<file path="src/rtl/alu_seq.sv">
// rtl/alu_seq.sv - registered ALU with shift ops, carry flag and handshaked issue/result
// Define ALU_MUL_EN to build the multi-cycle shift-add multiplier for op 111.
module alu_seq #(
  parameter int WIDTH = 16
) (
  input  logic             clk,
  input  logic             reset,
  input  logic             in_valid,
  output logic             in_ready,
  input  logic [2:0]       op,
  input  logic [WIDTH-1:0] a,
  input  logic [WIDTH-1:0] b,
  output logic             out_valid,
  input  logic             out_ready,
  output logic [WIDTH-1:0] result,
  output logic [2:0]       status,
  output logic             carry,
  output logic             out_err
);
  localparam int M = WIDTH - 1;

`ifdef ALU_MUL_EN
  localparam int CW = $clog2(WIDTH);
  localparam logic [CW-1:0] LAST = CW'(WIDTH - 1);
  typedef enum logic [1:0] {IDLE = 2'd0, BUSY = 2'd1, DONE = 2'd2} state_t;
  logic [WIDTH-1:0] acc_q, acc_d, mcand_q, mcand_d, mplier_q, mplier_d, acc_next;
  logic [CW-1:0]    cnt_q, cnt_d;
`else
  typedef enum logic [1:0] {IDLE = 2'd0, DONE = 2'd2} state_t;
`endif

  state_t           state_q, state_d;
  logic [WIDTH-1:0] result_q, result_d;
  logic [2:0]       status_q, status_d;
  logic             carry_q, carry_d, err_q, err_d;
  logic             accept;

  logic [WIDTH:0]   alu_sum;
  logic [WIDTH-1:0] alu_r;
  logic             alu_c, alu_v, alu_err;

  assign in_ready  = (state_q == IDLE) | ((state_q == DONE) & out_ready);
  assign accept    = in_valid & in_ready;
  assign out_valid = (state_q == DONE);
  assign result    = result_q;
  assign status    = status_q;
  assign carry     = carry_q;
  assign out_err   = err_q;

  // Single-cycle ops; op 111 is resolved here only when the multiplier is absent.
  always_comb begin
    alu_sum = '0;
    alu_r   = '0;
    alu_c   = 1'b0;
    alu_v   = 1'b0;
    alu_err = 1'b0;
    case (op)
      3'b000: begin
        alu_sum = {1'b0, a} + {1'b0, b};
        alu_r   = alu_sum[M:0];
        alu_c   = alu_sum[WIDTH];
        alu_v   = (a[M] == b[M]) && (alu_r[M] != a[M]);
      end
      3'b001: begin
        alu_sum = {1'b0, a} + {1'b0, ~b} + {{WIDTH{1'b0}}, 1'b1};
        alu_r   = alu_sum[M:0];
        alu_c   = alu_sum[WIDTH];
        alu_v   = (a[M] != b[M]) && (alu_r[M] != a[M]);
      end
      3'b010: alu_r = a & b;
      3'b011: alu_r = ~b;
      3'b100: begin
        alu_r = {b[M-1:0], 1'b0};
        alu_c = b[M];
      end
      3'b101: begin
        alu_r = {1'b0, b[M:1]};
        alu_c = b[0];
      end
      3'b110: begin
        alu_r = {b[M], b[M:1]};
        alu_c = b[0];
      end
      default: begin
`ifndef ALU_MUL_EN
        alu_err = 1'b1;
`endif
      end
    endcase
  end

  always_comb begin
    state_d  = state_q;
    result_d = result_q;
    status_d = status_q;
    carry_d  = carry_q;
    err_d    = err_q;
`ifdef ALU_MUL_EN
    acc_d    = acc_q;
    mcand_d  = mcand_q;
    mplier_d = mplier_q;
    cnt_d    = cnt_q;
    acc_next = acc_q + (mplier_q[0] ? mcand_q : '0);
    if (state_q == BUSY) begin
      acc_d    = acc_next;
      mcand_d  = {mcand_q[M-1:0], 1'b0};
      mplier_d = {1'b0, mplier_q[M:1]};
      cnt_d    = cnt_q + CW'(1);
      if (cnt_q == LAST) begin
        state_d  = DONE;
        result_d = acc_next;
        status_d = {acc_next[M], 1'b0, acc_next == '0};
        carry_d  = 1'b0;
        err_d    = 1'b0;
      end
    end
`endif
    if ((state_q == DONE) && out_ready)
      state_d = IDLE;
    if (accept) begin
`ifdef ALU_MUL_EN
      if (op == 3'b111) begin
        state_d  = BUSY;
        acc_d    = '0;
        mcand_d  = a;
        mplier_d = b;
        cnt_d    = '0;
      end else
`endif
      begin
        state_d  = DONE;
        result_d = alu_r;
        status_d = {alu_r[M], alu_v, alu_r == '0};
        carry_d  = alu_c;
        err_d    = alu_err;
      end
    end
  end

  always_ff @(posedge clk or posedge reset) begin
    if (reset) begin
      state_q  <= IDLE;
      result_q <= '0;
      status_q <= '0;
      carry_q  <= 1'b0;
      err_q    <= 1'b0;
`ifdef ALU_MUL_EN
      acc_q    <= '0;
      mcand_q  <= '0;
      mplier_q <= '0;
      cnt_q    <= '0;
`endif
    end else begin
      state_q  <= state_d;
      result_q <= result_d;
      status_q <= status_d;
      carry_q  <= carry_d;
      err_q    <= err_d;
`ifdef ALU_MUL_EN
      acc_q    <= acc_d;
      mcand_q  <= mcand_d;
      mplier_q <= mplier_d;
      cnt_q    <= cnt_d;
`endif
    end
  end
endmodule

</file>
<file path="config.mk">
export PLATFORM = sky130hd
export DESIGN_NAME = alu_seq
export DESIGN_NICKNAME = d
export VERILOG_FILES = /design/src/rtl/alu_seq.sv
export SDC_FILE = /design/constraint.sdc
export NUM_CORES = 1
export LEC_CHECK = 0
export CELL_PAD_IN_SITES_DETAIL_PLACEMENT = 1
export CELL_PAD_IN_SITES_GLOBAL_PLACEMENT = 1
export CORE_AREA = 3 3 99 101
export CTS_BUF_LIST = sky130_fd_sc_hd__clkbuf_4
export DETAILED_ROUTE_END_ITERATION = 10
export DIE_AREA = 0 0 102 104
export PLACE_DENSITY_LB_ADDON = 0.2
export SYNTH_ARGS = -nofsm -noshare
export SYNTH_HDL_FRONTEND = slang
export SYNTH_SLANG_ARGS = --single-unit
export TNS_END_PERCENT = 100
</file>
<file path="constraint.sdc">
create_clock -name clk -period 2.1 [get_ports clk]
set_clock_uncertainty 0.05 [all_clocks]
set_input_delay 0.315 -clock clk [delete_from_list [all_inputs] [get_ports clk]]
set_output_delay 0.315 -clock clk [all_outputs]
set_load 0.03 [all_outputs]
</file>
==> impl_metrics.toml <==
[placed_design]
gpl_wtd_cong = 0.9210
io_buffer_count = 61
placed_cells_incl_taps = 759
detailedPlace.worstSlack_ns = -1.560
hpwl_microns = 12300

[pwr]
power_report.internal_total_uw = 1556
clockPowerShare_pct = 7.1
power.leakage_uw = 0.002943
power_switching_share_pct = 49.12
switchingPower_uw = 1502
sequentialPowerShare_pct = 17.4
powerDensity_nw_per_um2 = 474.6
max-vdd-ir-drop_uv = 264.7
power.share.combinational_pct = 75.5

[outcome]
violated_checks = "setup timing"
status = "finished, violations left"

[clocking]
cts_tree = "done"
numCtsBuffers = 3
cts.hold.buffers_added = 0
cts.sinks = 21
clk_path_buf_depth = 2
insertion_delay_of_the_later_clocked_pin_in_the_worst_skew_pair_ns = 0.32
cts_root_buffer = "sky130_fd_sc_hd__clkbuf_4"
worst_setup_hold_path_clk_slew_ns = 0.15
number_of_h_tree_branching_levels = 1

[yosys]
fraction_of_synthesized_cell_area_in_xor_and_xnor_cells_pct = 3.640
postSynthAreaPerCell_sq_um = 7.419
ys_ff_latch = 21
synthesized_area_fraction_occupied_by_and_or_nand_nor_cells_pct = 19.39
synthMuxAreaShare_pct = 8.952
sequential_to_total_area_share_from_yosys_stat_pct = 15.60
synth.net_count = 529
synth_edf_count = 0
yosys_warns = 0
ys.flop_type = "sky130_fd_sc_hd__dfrtp_1"
syn_inst = 454
synthAdderAreaFrac_pct = 13.82
synth.cell_area_sq_um = 3368
combinational_family_with_the_most_area_after_synthesis = "compound AO/OA/AOI/OAI gates"
synth_async_sr_flop_share_pct = 100.0
ys_types = 71
synth_compound_gate_area_share_pct = 30.42

[routing]
wl_microns = 27260
first_pass_iters = 8
post_drt_via_cell_ratio = 7.130
routed_wire_length_per_instance_microns = 33.95
routed-via-count = 5725
drt-initial-drc-count = 621
drt.antenna.violating_nets = 0
drcViolationCount = 0

[worst_setup_path]
cp_top_family = "simple AND/OR/NAND/NOR gates"
cp_slowest_stage_delay_ns = 0.51
path_max_fanout = 5
critPathCaptureType = "flop"
most_numerous_cell_on_the_critical_path = "sky130_fd_sc_hd__buf_4"
cp-start-kind = "primary input"
critical_path_required_ns = 2.32
timing.reg2reg.setup_slack_ns = -0.18
path_class = "primary input to flop"
cpMaxStageDelayCell = "sky130_fd_sc_hd__a211oi_1"
crit_chain = "clkdlybuf4s15_1 > ha_4 > nor2b_1 > buf_4 > nor4_1 > buf_4 > a211oi_1 > nand2_1 > mux2i_1 > o211ai_1 > nor4_4 > and4b_1 > a41o_1"
critical_path_buf_inv_count = 3
crit_path_dat_ns = 3.38

[sta]
share_of_the_clock_period_used_by_the_worst_path_pct = 150.3
hold_viol = 0
timing_worst_slew_pin_value_ns = 0.7017
post_layout_min_period_ns = 3.157
setup_total_neg_slack_ns = -8.850
worst_slack_ns = -1.057
slew_viol_final = 0
maxSlewHeadroom_pct = 52.90
report.final.setup_viol = 18
fin_hold_ws_ns = 0.3360
grt_setup_unrepaired = "true"
maxClockFrequency_mhz = 316.7

[floorplanning]
fp.dieH_microns = 104
die_x_microns = 102
die_area_sq_um = 10610
initial_standard_cell_utilization_of_the_core_pct = 36.98
io_pins = 62
fp-row-count = 35
core_sq_um = 9109

[run]
cap_violations = 0

[finish]
layout-drive-gt1-share_pct = 51.59
fill_cells = 1021
area_growth_syn_to_layout_pct = 91.27
utilization_pct = 70.73
non_filler_instances = 803
final_net_count = 768
antenna_cells_inserted = 0

[global_routing]
grt_start_max_net_pins = 33
via_count_of_the_first_global_routing_pass = 5696
grt_overflow_total = 0
number_of_antenna_violations_at_the_first_check_in_global_routing = 0
grt_util_all_layers_pct = 39.79
global_route_wire_length_before_repair_microns = 33040

[worst_hold_path]
worstHoldPathType = "primary input to asynchronous set/reset pin"
[final cells by class]
cell class                 count  area, sq um  share of cell area [%]
clock buffer                   3        22.52                  0.3496
clock inverter                 1        5.005                 0.07768
inverter                      38        188.9                   2.933
multi-input combinational    366         3344                   51.91
sequential                    21        525.5                   8.157
tap                          111        138.9                   2.156
timing repair buffer         263         2217                   34.41
[power groups by stage]
| stage | Sequential [uW] | Combinational [uW] | Clock, uW |
|---|---|---|---|
| 2_1_floorplan | 651 | 668 | 0 |
| 3_3_place_gp | 515 | 1500 | 0 |
| 3_5_place_dp | 521 | 1580 | 0 |
| 4_1_cts | 515 | 1820 | 200 |
| 5_1_grt | 535 | 2350 | 241 |
| 6_report | 531 | 2310 | 218 |
[worst paths after layout]
path | start | endpoint | cells after the start
min | reset | out_err | 3
max reg2reg | state_q[1] | status[0] | 9
min in group clk | result[3] | result[3] | 2
min reg2reg | result[3] | result[3] | 2
max in group asynchronous | reset | result[8] | 3
max | a[9] | status[0] | 13
[synthesized netlist by cell type, types with 10 or more instances]
cell | instances | share of area (%)
sky130_fd_sc_hd__ha_1 | 34 | 13
sky130_fd_sc_hd__buf_2 | 10 | 1.5
sky130_fd_sc_hd__inv_1 | 35 | 3.9
sky130_fd_sc_hd__nand3_1 | 11 | 1.6
sky130_fd_sc_hd__o21ai_0 | 37 | 5.5
sky130_fd_sc_hd__o211ai_1 | 13 | 2.9
sky130_fd_sc_hd__mux2i_1 | 20 | 5.9
sky130_fd_sc_hd__nand2_1 | 49 | 5.5
sky130_fd_sc_hd__clkbuf_1 | 13 | 1.4
sky130_fd_sc_hd__nor2_1 | 28 | 3.1
sky130_fd_sc_hd__dfrtp_1 | 21 | 16
sky130_fd_sc_hd__a21oi_1 | 41 | 6.1
[stage by stage]
| stage | power [uW] | cell area, sq um |
|---|---|---|
| final | 3057 | 6442 |
| after global routing | 3126 | 6442 |
| after CTS | 2540 | 6040 |
| after detailed placement | 2100 | 5373 |
| after global placement | 2014 | 5373 |
| after floorplan | 1320 | 3551 |
[metal layers]
metal / global-route usage [%] / wire length, microns / vias up / part of all wire, %
li1: - / - / 2126 / -
met1: 44.50 / 8879 / 2655 / 33
met2: 67.69 / 12010 / 650 / 44
met3: 7.109 / 3032 / 294 / 11
met4: 25.59 / 3341 / 0 / 12
met5: 0 / 0 / - / 0
[kinds of logic after synthesis]
family / Yosys count
xor gates and xnor gates: 14
DFF: 21
buffers and inverters: 67
AOI/OAI and AO/OA: 156
muxes: 29
adders and majority gates: 36
and+or+nand+nor: 131
[registers in the layout, summed over array words and instances (netlist names)]
signal	flops
status	2
carry	1
state_q	1
result	16
out_err	1
[worst reg2reg max path, stage by stage (launching register included)]
cell	delay (ns)
sky130_fd_sc_hd__dfrtp_1	0.42
sky130_fd_sc_hd__nand2b_1	0.12
sky130_fd_sc_hd__nand2_1	0.14
sky130_fd_sc_hd__a31oi_1	0.21
sky130_fd_sc_hd__o211ai_1	0.16
sky130_fd_sc_hd__nor2_1	0.13
sky130_fd_sc_hd__nand4_1	0.21
sky130_fd_sc_hd__nor4_4	0.30
sky130_fd_sc_hd__and4b_1	0.29
sky130_fd_sc_hd__a41o_1	0.20
[layout by cell type (no fill, tap or decap), drive strengths merged, types with 5 or more instances in the layout]
cell type | Yosys | layout
xor2 | 8 | 8
nand2 | 49 | 49
o211ai | 13 | 13
a211oi | 7 | 7
nor2b | 5 | 5
clkbuf | 13 | 6
a31oi | 6 | 6
o22ai | 5 | 5
dfrtp | 21 | 21
o21ai | 39 | 39
inv | 36 | 36
a21o | 5 | 5
clkdlybuf4s15 | 0 | 5
clkdlybuf4s50 | 0 | 34
nand3 | 11 | 11
nor3 | 7 | 7
xnor2 | 6 | 6
ha | 34 | 34
a21oi | 42 | 42
mux2 | 9 | 9
mux2i | 20 | 20
nor2 | 28 | 28
buf | 16 | 216
nand2b | 7 | 7
[timing repair]
item	CTS	global route
pin swaps	52	61
setup endpoints to repair	18	18
resized for setup	179	82
setup buffers	28	22
No activity file was read; power rests on OpenSTA's default activity.
